[src/rtl/btn_debounce_top.sv]
// Centre push-button conditioner: two-flop synchroniser, tick-sampled debouncer,
// and a press-toggle flag, driving two LEDs (led[0] = clean level, led[1] = toggle).
module btn_debounce_top #(
  parameter int CLK_FREQ       = 100_000_000,
  parameter int TICK_HZ        = 1000,
  parameter int DEBOUNCE_TICKS = 10
) (
  input  logic       clk,
  input  logic       reset,
  input  logic       btnC,
  output logic [1:0] led
);

  // A sub-unity quotient would leave no sampling period at all, so it is clamped to 1.
  localparam int TICK_DIV = (CLK_FREQ / TICK_HZ < 1) ? 1 : CLK_FREQ / TICK_HZ;
  localparam int CNT_W    = (TICK_DIV > 1) ? $clog2(TICK_DIV) : 1;
  localparam int STB_W    = $clog2(DEBOUNCE_TICKS + 1);

  localparam logic [CNT_W-1:0] TICK_LAST = CNT_W'(TICK_DIV - 1);
  localparam logic [STB_W-1:0] STB_LAST  = STB_W'(DEBOUNCE_TICKS - 1);

  logic             sync_meta;
  logic             sync_btn;
  logic [CNT_W-1:0] tick_cnt;
  logic             tick;
  logic [STB_W-1:0] stable_cnt;
  logic             db;
  logic             db_d;
  logic             press;

  always_ff @(posedge clk or negedge reset) begin
    if (!reset) begin
      sync_meta <= 1'b0;
      sync_btn  <= 1'b0;
    end else begin
      sync_meta <= btnC;
      sync_btn  <= sync_meta;
    end
  end

  assign tick = (tick_cnt == TICK_LAST);

  always_ff @(posedge clk or negedge reset) begin
    if (!reset) begin
      tick_cnt <= '0;
    end else if (tick) begin
      tick_cnt <= '0;
    end else begin
      tick_cnt <= tick_cnt + 1'b1;
    end
  end

  // The clean level flips on the DEBOUNCE_TICKS-th consecutive differing sample;
  // any agreeing sample starts the run over.
  always_ff @(posedge clk or negedge reset) begin
    if (!reset) begin
      stable_cnt <= '0;
      db         <= 1'b0;
    end else if (tick) begin
      if (sync_btn == db) begin
        stable_cnt <= '0;
      end else if (stable_cnt == STB_LAST) begin
        db         <= sync_btn;
        stable_cnt <= '0;
      end else begin
        stable_cnt <= stable_cnt + 1'b1;
      end
    end
  end

  assign press = db & ~db_d;

  always_ff @(posedge clk or negedge reset) begin
    if (!reset) begin
      db_d <= 1'b0;
      led  <= 2'b00;
    end else begin
      db_d <= db;
      led  <= {led[1] ^ press, db};
    end
  end

endmodule

[config.mk]
export PLATFORM = sky130hd
export DESIGN_NAME = btn_debounce_top
export DESIGN_NICKNAME = d
export VERILOG_FILES = /design/src/rtl/btn_debounce_top.sv
export SDC_FILE = /design/constraint.sdc
export NUM_CORES = 1
export LEC_CHECK = 0
export CAP_MARGIN = 20
export CORE_UTILIZATION = 55
export CTS_BUF_LIST = sky130_fd_sc_hd__clkbuf_2 sky130_fd_sc_hd__clkbuf_4 sky130_fd_sc_hd__clkbuf_8
export DETAILED_ROUTE_END_ITERATION = 8
export GPL_TIMING_DRIVEN = 0
export PLACE_DENSITY = 0.86
export SYNTH_ARGS = -nofsm -noshare
export SYNTH_HDL_FRONTEND = slang
export SYNTH_SLANG_ARGS = --single-unit
[constraint.sdc]
create_clock -name clk -period 1.6 [get_ports clk]
set_input_delay 0.24 -clock clk [delete_from_list [all_inputs] [get_ports clk]]
set_output_delay 0.24 -clock clk [all_outputs]
set_load 0.05 [all_outputs]
==> results of run 1 <==
final timing paths:
path | slack (ps) | to | depth (start not counted)
min in group clk | 330 | sync_meta | 1
setup / recovery | -30 | stable_cnt[1] | 5
hold / removal | 220 | stable_cnt[2] | 1
hold reg to reg | 370 | sync_btn | 0
setup reg to reg | -30 | stable_cnt[1] | 5
max in group asynchronous | 910 | tick_cnt[14] | 2
logic make-up (layout without fill, tap and decap cells):
family,Yosys count,in the layout,synth area share
adders and majority gates,3,3,0.03015
AOI/OAI and AO/OA,7,7,0.04222
xor gates and xnor gates,16,16,0.1126
buffers and inverters,7,25,0.02513
and+or+nand+nor,52,52,0.2402
DFF,26,26,0.5226
muxes,3,3,0.02713
cell usage in the layout (no fill, tap or decap), types with 2 or more instances in the layout:
cell / n
dfrtp_1: 24
nor2_1: 12
buf_4: 11
nand3_1: 9
xnor2_1: 8
xor2_1: 8
nand4_1: 6
inv_1: 5
nand2_1: 4
nor4_1: 3
clkbuf_4: 3
nand3_4: 2
and3_1: 2
mux2_4: 2
ha_1: 2
clkdlybuf4s50_1: 2
dfrtp_2: 2
flip-flops by register name, indices dropped and copies added, names as in the netlist:
name,flops
db,1
tick_cnt,17
sync_meta,1
sync_btn,1
stable_cnt,4
led,2
metrics by stage:
stage | util | hold slack, ps | std cells
after global placement | 0.6458 | 340.4 | 145
after global routing | 0.7506 | 243.5 | 159
after detailed placement | 0.6458 | 339.7 | 145
after CTS | 0.7132 | 322.0 | 155
after floorplan | - | -55.59 | 114
final | 0.7506 | 224.0 | 159
power breakdown:
group	switching (mW)	leakage (nW)	internal, mW
sequential	0.00110	0.341	0.660
clock	0.195	0.0279	0.254
combinational	0.0168	0.290	0.0134
what timing repair did:
item | CTS | global route
setup buffers | 6 | 3
pin swaps | 4 | 3
gates resized for setup | 11 | 6
endpoints found under the setup margin | 15 | 14
final cells by class:
class	instances	area share
clock inverter	1	0.01959
inverter	5	0.01224
tap	27	0.02204
buffer	2	0.009796
multi-input combinational	81	0.4082
sequential	26	0.4261
timing repair buffer	14	0.08735
clock buffer	3	0.01469
critical path, stage by stage, from the launching register on:
cell and delay (ps):
dfrtp_1 430, ha_4 160, and4b_1 250, nand3_4 120
or4_1 530, o21ai_1 90
routing by layer:
metal  track usage  share of wire
met4        0.1000          0.022
met3       0.05556          0.059
met5             0              0
met2        0.3716           0.48
met1        0.3443           0.44
cell usage after synthesis, drive strengths merged, types with 3 or more instances:
cell type,n
and3,3
dfrtp,26
ha,3
inv,5
mux2,3
nand2,4
nand3,12
nand4,6
nor2,13
nor4,3
xnor2,8
xor2,8
==> reports/metrics.yaml, run 1 <==
die_width_um: 49.58
numCtsBuffers: 3
setup-tns-final_ps: -42.17
clkTransAtPathRegs_ps: 140
grt_max_degree: 27
antenna_found_initial: 0
period_share: 1.016
vias: 935
placedInstanceArea_mm2: 0.001319
io_pins: 5
worstPathMaxFanout: 4
maxSlewViolCount: 0
gp_congestion: 0.8877
ys_ff_latch: 26
cts_htree_levels: 1
syn_avg_cell_area_um2: 10.92
grt_remaining_overflow: 0
synth_seq_area_share: 0.5226
dr.pass1.iters: 4
crit_path_end_kind: "flip-flop"
cts_tree: "yes"
timing.rr.start: "tick_cnt[1]"
rows: 16
synth.distinct_cells: 34
hold_class: "in2async"
yosys_warnings: 0
antennaDiodeCount: 0
portBuffers: 4
ys.flop_type: "dfrtp_1"
p_leak_nw: 0.6585
cts_hold_buf: 0
synth_edf_count: 0
tightest_slew_ps: 510.5
syn_area_mm2: 0.001245
postSynthCellCount: 114
regArea_um2: 653.1
syn-num-nets: 120
crit_start: "tick_cnt[1]"
grt_pass1_wl_mm: 4.388
worst_ep_arrival_time_ps: 1900
place_ws_ps: -195.9
grtUsageTotal: 0.2467
grt_pass1_vias: 864
dieArea_mm2: 0.002458
wire_per_inst_um: 16.34
vdd_drop_max_mv: 0.7639
powerDensity_mw_per_mm2: 743.7
fp.coreArea_mm2: 0.002042
postRouteAntennaNets: 0
status: "finished with violations"
multi_input_area_um2: 625.6
nets: 139
relSlewSlack: 0.6586
final-setup-viol-count: 3
crit_type: "reg2reg"
initial_core_util: 0.6097
clock_latency_ps: 330
rsz0062_at_grt: "true"
drive_gt1_frac: 0.2424
synthArstFlopShare: 1.000
fin_skew_ps: 7.428
violations: "negative setup slack"
area_delta_synth_final_pct: 23.12
power_mw: 1.140
synth_top_cell_area_share: 0.5226
clock.fmax_ghz: 0.6150
fin_area_mm2: 0.001533
drc: 0
cts_buffer_depth: 2
setup_ws_ps: -26.06
fill_cells: 135
fin_crit_ps: 1626
chipHeight_um: 49.58
drtIter0Drc: 27
cp.required_ps: 1880
startpoint_type: "flip-flop"
dp_hpwl_mm: 1.545
maxCapViolations: 0
root_buffer: "clkbuf_4"
cts_sinks: 26
viasPerCell: 5.881
drt_wl_total_mm: 2.598
synth_area_leaders: "dfrtp_1 52%, xnor2_1 5.6%, xor2_1 5.6%, nand3_1 4.4%, nor2_1 3.6%"
synth_area_leader_cell: "dfrtp_1"
report.final.hold_viol_count: 0
Note: power is estimated with default switching activity, not from simulation.
==> run 2: changes to the inputs <==
REMOVE_ABC_BUFFERS = 1   (was default)
==> run 2 against run 1 <==
  * The run still ends with negative setup slack left
  * Sequential cell count is the same
  * Cell count decreased by 0.63%
  * Sequential share of layout area fell by 0.15 points
  * Register-to-register slack about the same
  * Wire length shrank 1.2%
  * Worst hold slack got worse by 56 ps
  * Design area rose by 0.73%
  * Worst setup slack got worse by 4.8 ps
  * Count of clock-buffer cells in the layout stayed put
  * Fmax shrank 0.29%
  * Critical path type unchanged
==> reports/metrics.yaml, run 2 (synthesis results as in run 1) <==
clock_latency_ps: 320  # about the same
grt_max_degree: 27  # unchanged
setup_ws_ps: -30.84  # -4.781 ps
nets: 138  # -0.72%
cts_sinks: 26  # unchanged
worst_ep_arrival_time_ps: 1890  # about the same
fp.coreArea_mm2: 0.002042  # unchanged
max_stage_delay_ps: 530  # about the same
cts_buffer_depth: 2  # unchanged
setup-tns-final_ps: -57.48  # -15.31 ps
finalHoldWorstSlack_ps: 167.6  # -56.39 ps
largest_register_ffs: 17  # unchanged
initial_core_util: 0.6097  # unchanged
vdd_drop_max_mv: 0.9066  # +19%
numCtsBuffers: 3  # unchanged
crit_type: "reg2reg"
die_width_um: 49.58  # unchanged
final-setup-viol-count: 2  # -1
reg.largest.list: "tick_cnt (17), stable_cnt (4), led (2)"
viasPerCell: 5.873  # -0.12%
drive_gt1_frac: 0.2901  # +0.04765
place_ws_ps: -466.1  # -270.1 ps
grtUsageTotal: 0.2191  # -0.02762
hold_class: "in2async"
antenna_found_initial: 0  # unchanged
area_delta_synth_final_pct: 24.02
maxSlewViolCount: 0  # unchanged
grt_pass1_vias: 903  # +4.5%
violations: "negative setup slack"
p_leak_nw: 0.6726  # +2.1%
timing.rr.start: "tick_cnt[1]"
tightest_slew_ps: 495.3  # -15.22 ps
grt_pass1_wl_mm: 4.077  # -7.1%
rsz0062_at_grt: "true"
drtIter0Drc: 38  # +41%
period_share: 1.019  # +0.002988
gp_congestion: 0.9018  # +1.6%
largest_register: "tick_cnt"
startpoint_type: "flip-flop"
antennaDiodeCount: 0  # unchanged
dp_hpwl_mm: 1.502  # -2.8%
grt_remaining_overflow: 0  # unchanged
maxCapViolations: 0  # unchanged
crit_path_end_kind: "flip-flop"
powerDensity_mw_per_mm2: 735.6  # -1.1%
fill_cells: 142  # +5.2%
dieArea_mm2: 0.002458  # unchanged
cp.required_ps: 1860  # -20 ps
root_buffer: "clkbuf_4"
report.final.hold_viol_count: 0  # unchanged
chipHeight_um: 49.58  # unchanged
relSlewSlack: 0.6711  # +0.01252
portBuffers: 4  # unchanged
wire_per_inst_um: 16.24  # -0.61%
layout.cells.non_filler: 158  # -0.63%
worstPathMaxFanout: 4  # unchanged
io_pins: 5  # unchanged
cts_htree_levels: 1  # unchanged
mostFrequentLayoutCells: "22 x dfrtp_1, 12 x nor2_1, 10 x buf_4"
layout_commonest_cell: "dfrtp_1"
place_inst: 143  # -1.4%
drt_wl_total_mm: 2.566  # -1.2%
clock.fmax_ghz: 0.6132  # -0.29%
drc: 0  # unchanged
cts_tree: "yes"
postRouteAntennaNets: 0  # unchanged
dr.pass1.iters: 4  # unchanged
status: "finished with violations"
crit_start: "tick_cnt[1]"
fin_crit_ps: 1631  # +4.781 ps
critPathSlowestCell: "or4_4"
rows: 16  # unchanged
path_cells: "ha_4 > and4b_2 > nand3_4 > or4_4 > o21ai_2"
fin_skew_ps: 3.122  # -4.306 ps
clkTransAtPathRegs_ps: 140  # about the same
vias: 928  # -0.75%
-- run 2: path summary, 6_finish.rpt --
path	to	cells past startpoint	slack [ps]
max	stable_cnt[1]	5	-30
min	stable_cnt[0]	1	170
max reg2reg	stable_cnt[1]	5	-30
min reg2reg	sync_btn	0	370
max in group asynchronous	tick_cnt[5]	2	1010
min in group clk	sync_meta	1	340
-- run 2: cell type report --
cell class	instances	area (µm²)	share of cell area
Clock inverter	1	30.03	0.01945
Multi-Input combinational cell	81	643.1	0.4165
Sequential cell	26	655.6	0.4246
Timing Repair Buffer	15	140.1	0.09076
Tap cell	27	33.78	0.02188
Inverter	5	18.77	0.01216
Clock buffer	3	22.52	0.01459
-- run 2: metrics by stage --
| step | power, mW | cell area, µm² | utilization |
|---|---|---|---|
| final | 1.136 | 1544 | 0.7561 |
| after CTS | 1.136 | 1464 | 0.7169 |
| after floorplan | 0.6774 | 1232 | - |
| after detailed placement | 0.6958 | 1306 | 0.6397 |
| after global routing | 1.173 | 1544 | 0.7561 |
| after global placement | 0.6950 | 1306 | 0.6397 |
-- run 2: repair_timing --
item / CTS / global route
pin swaps: 3 / 2
gates resized for setup: 10 / 12
setup endpoints to repair: 16 / 5
endpoints found under the hold margin: 0 / 0
hold buffers: 0 / 0
setup buffers: 9 / 1
-- run 2: layer usage --
layer	track usage	up-vias	routed length, µm
met2	0.3806	22	1335
li1	-	438	-
met3	0.05556	2	103
met1	0.2811	466	1117
met5	0	-	0
met4	0.02857	0	10
-- run 2: critical path, delay by kind of cell, from the launching register on --
kind,cells,cell delay (ps)
AND/OR/NAND/NOR,3,910
flip-flops,1,430
adder cells (fa/ha/maj),1,150
AO/OA/AOI/OAI,1,70
-- run 2: power breakdown --
group / leakage [nW] / internal [mW] / switching [mW]
Combinational: 0.306 / 0.0135 / 0.0172
Clock: 0.0279 / 0.253 / 0.191
Sequential: 0.339 / 0.660 / 0.00121
Total: 0.673 / 0.926 / 0.209
==> run 3: changes to the inputs <==
CTS_CLUSTER_SIZE = 24   (was default)
==> results of run 3 <==
No change in the layout: final DEF, timing and power equal those of run 2.
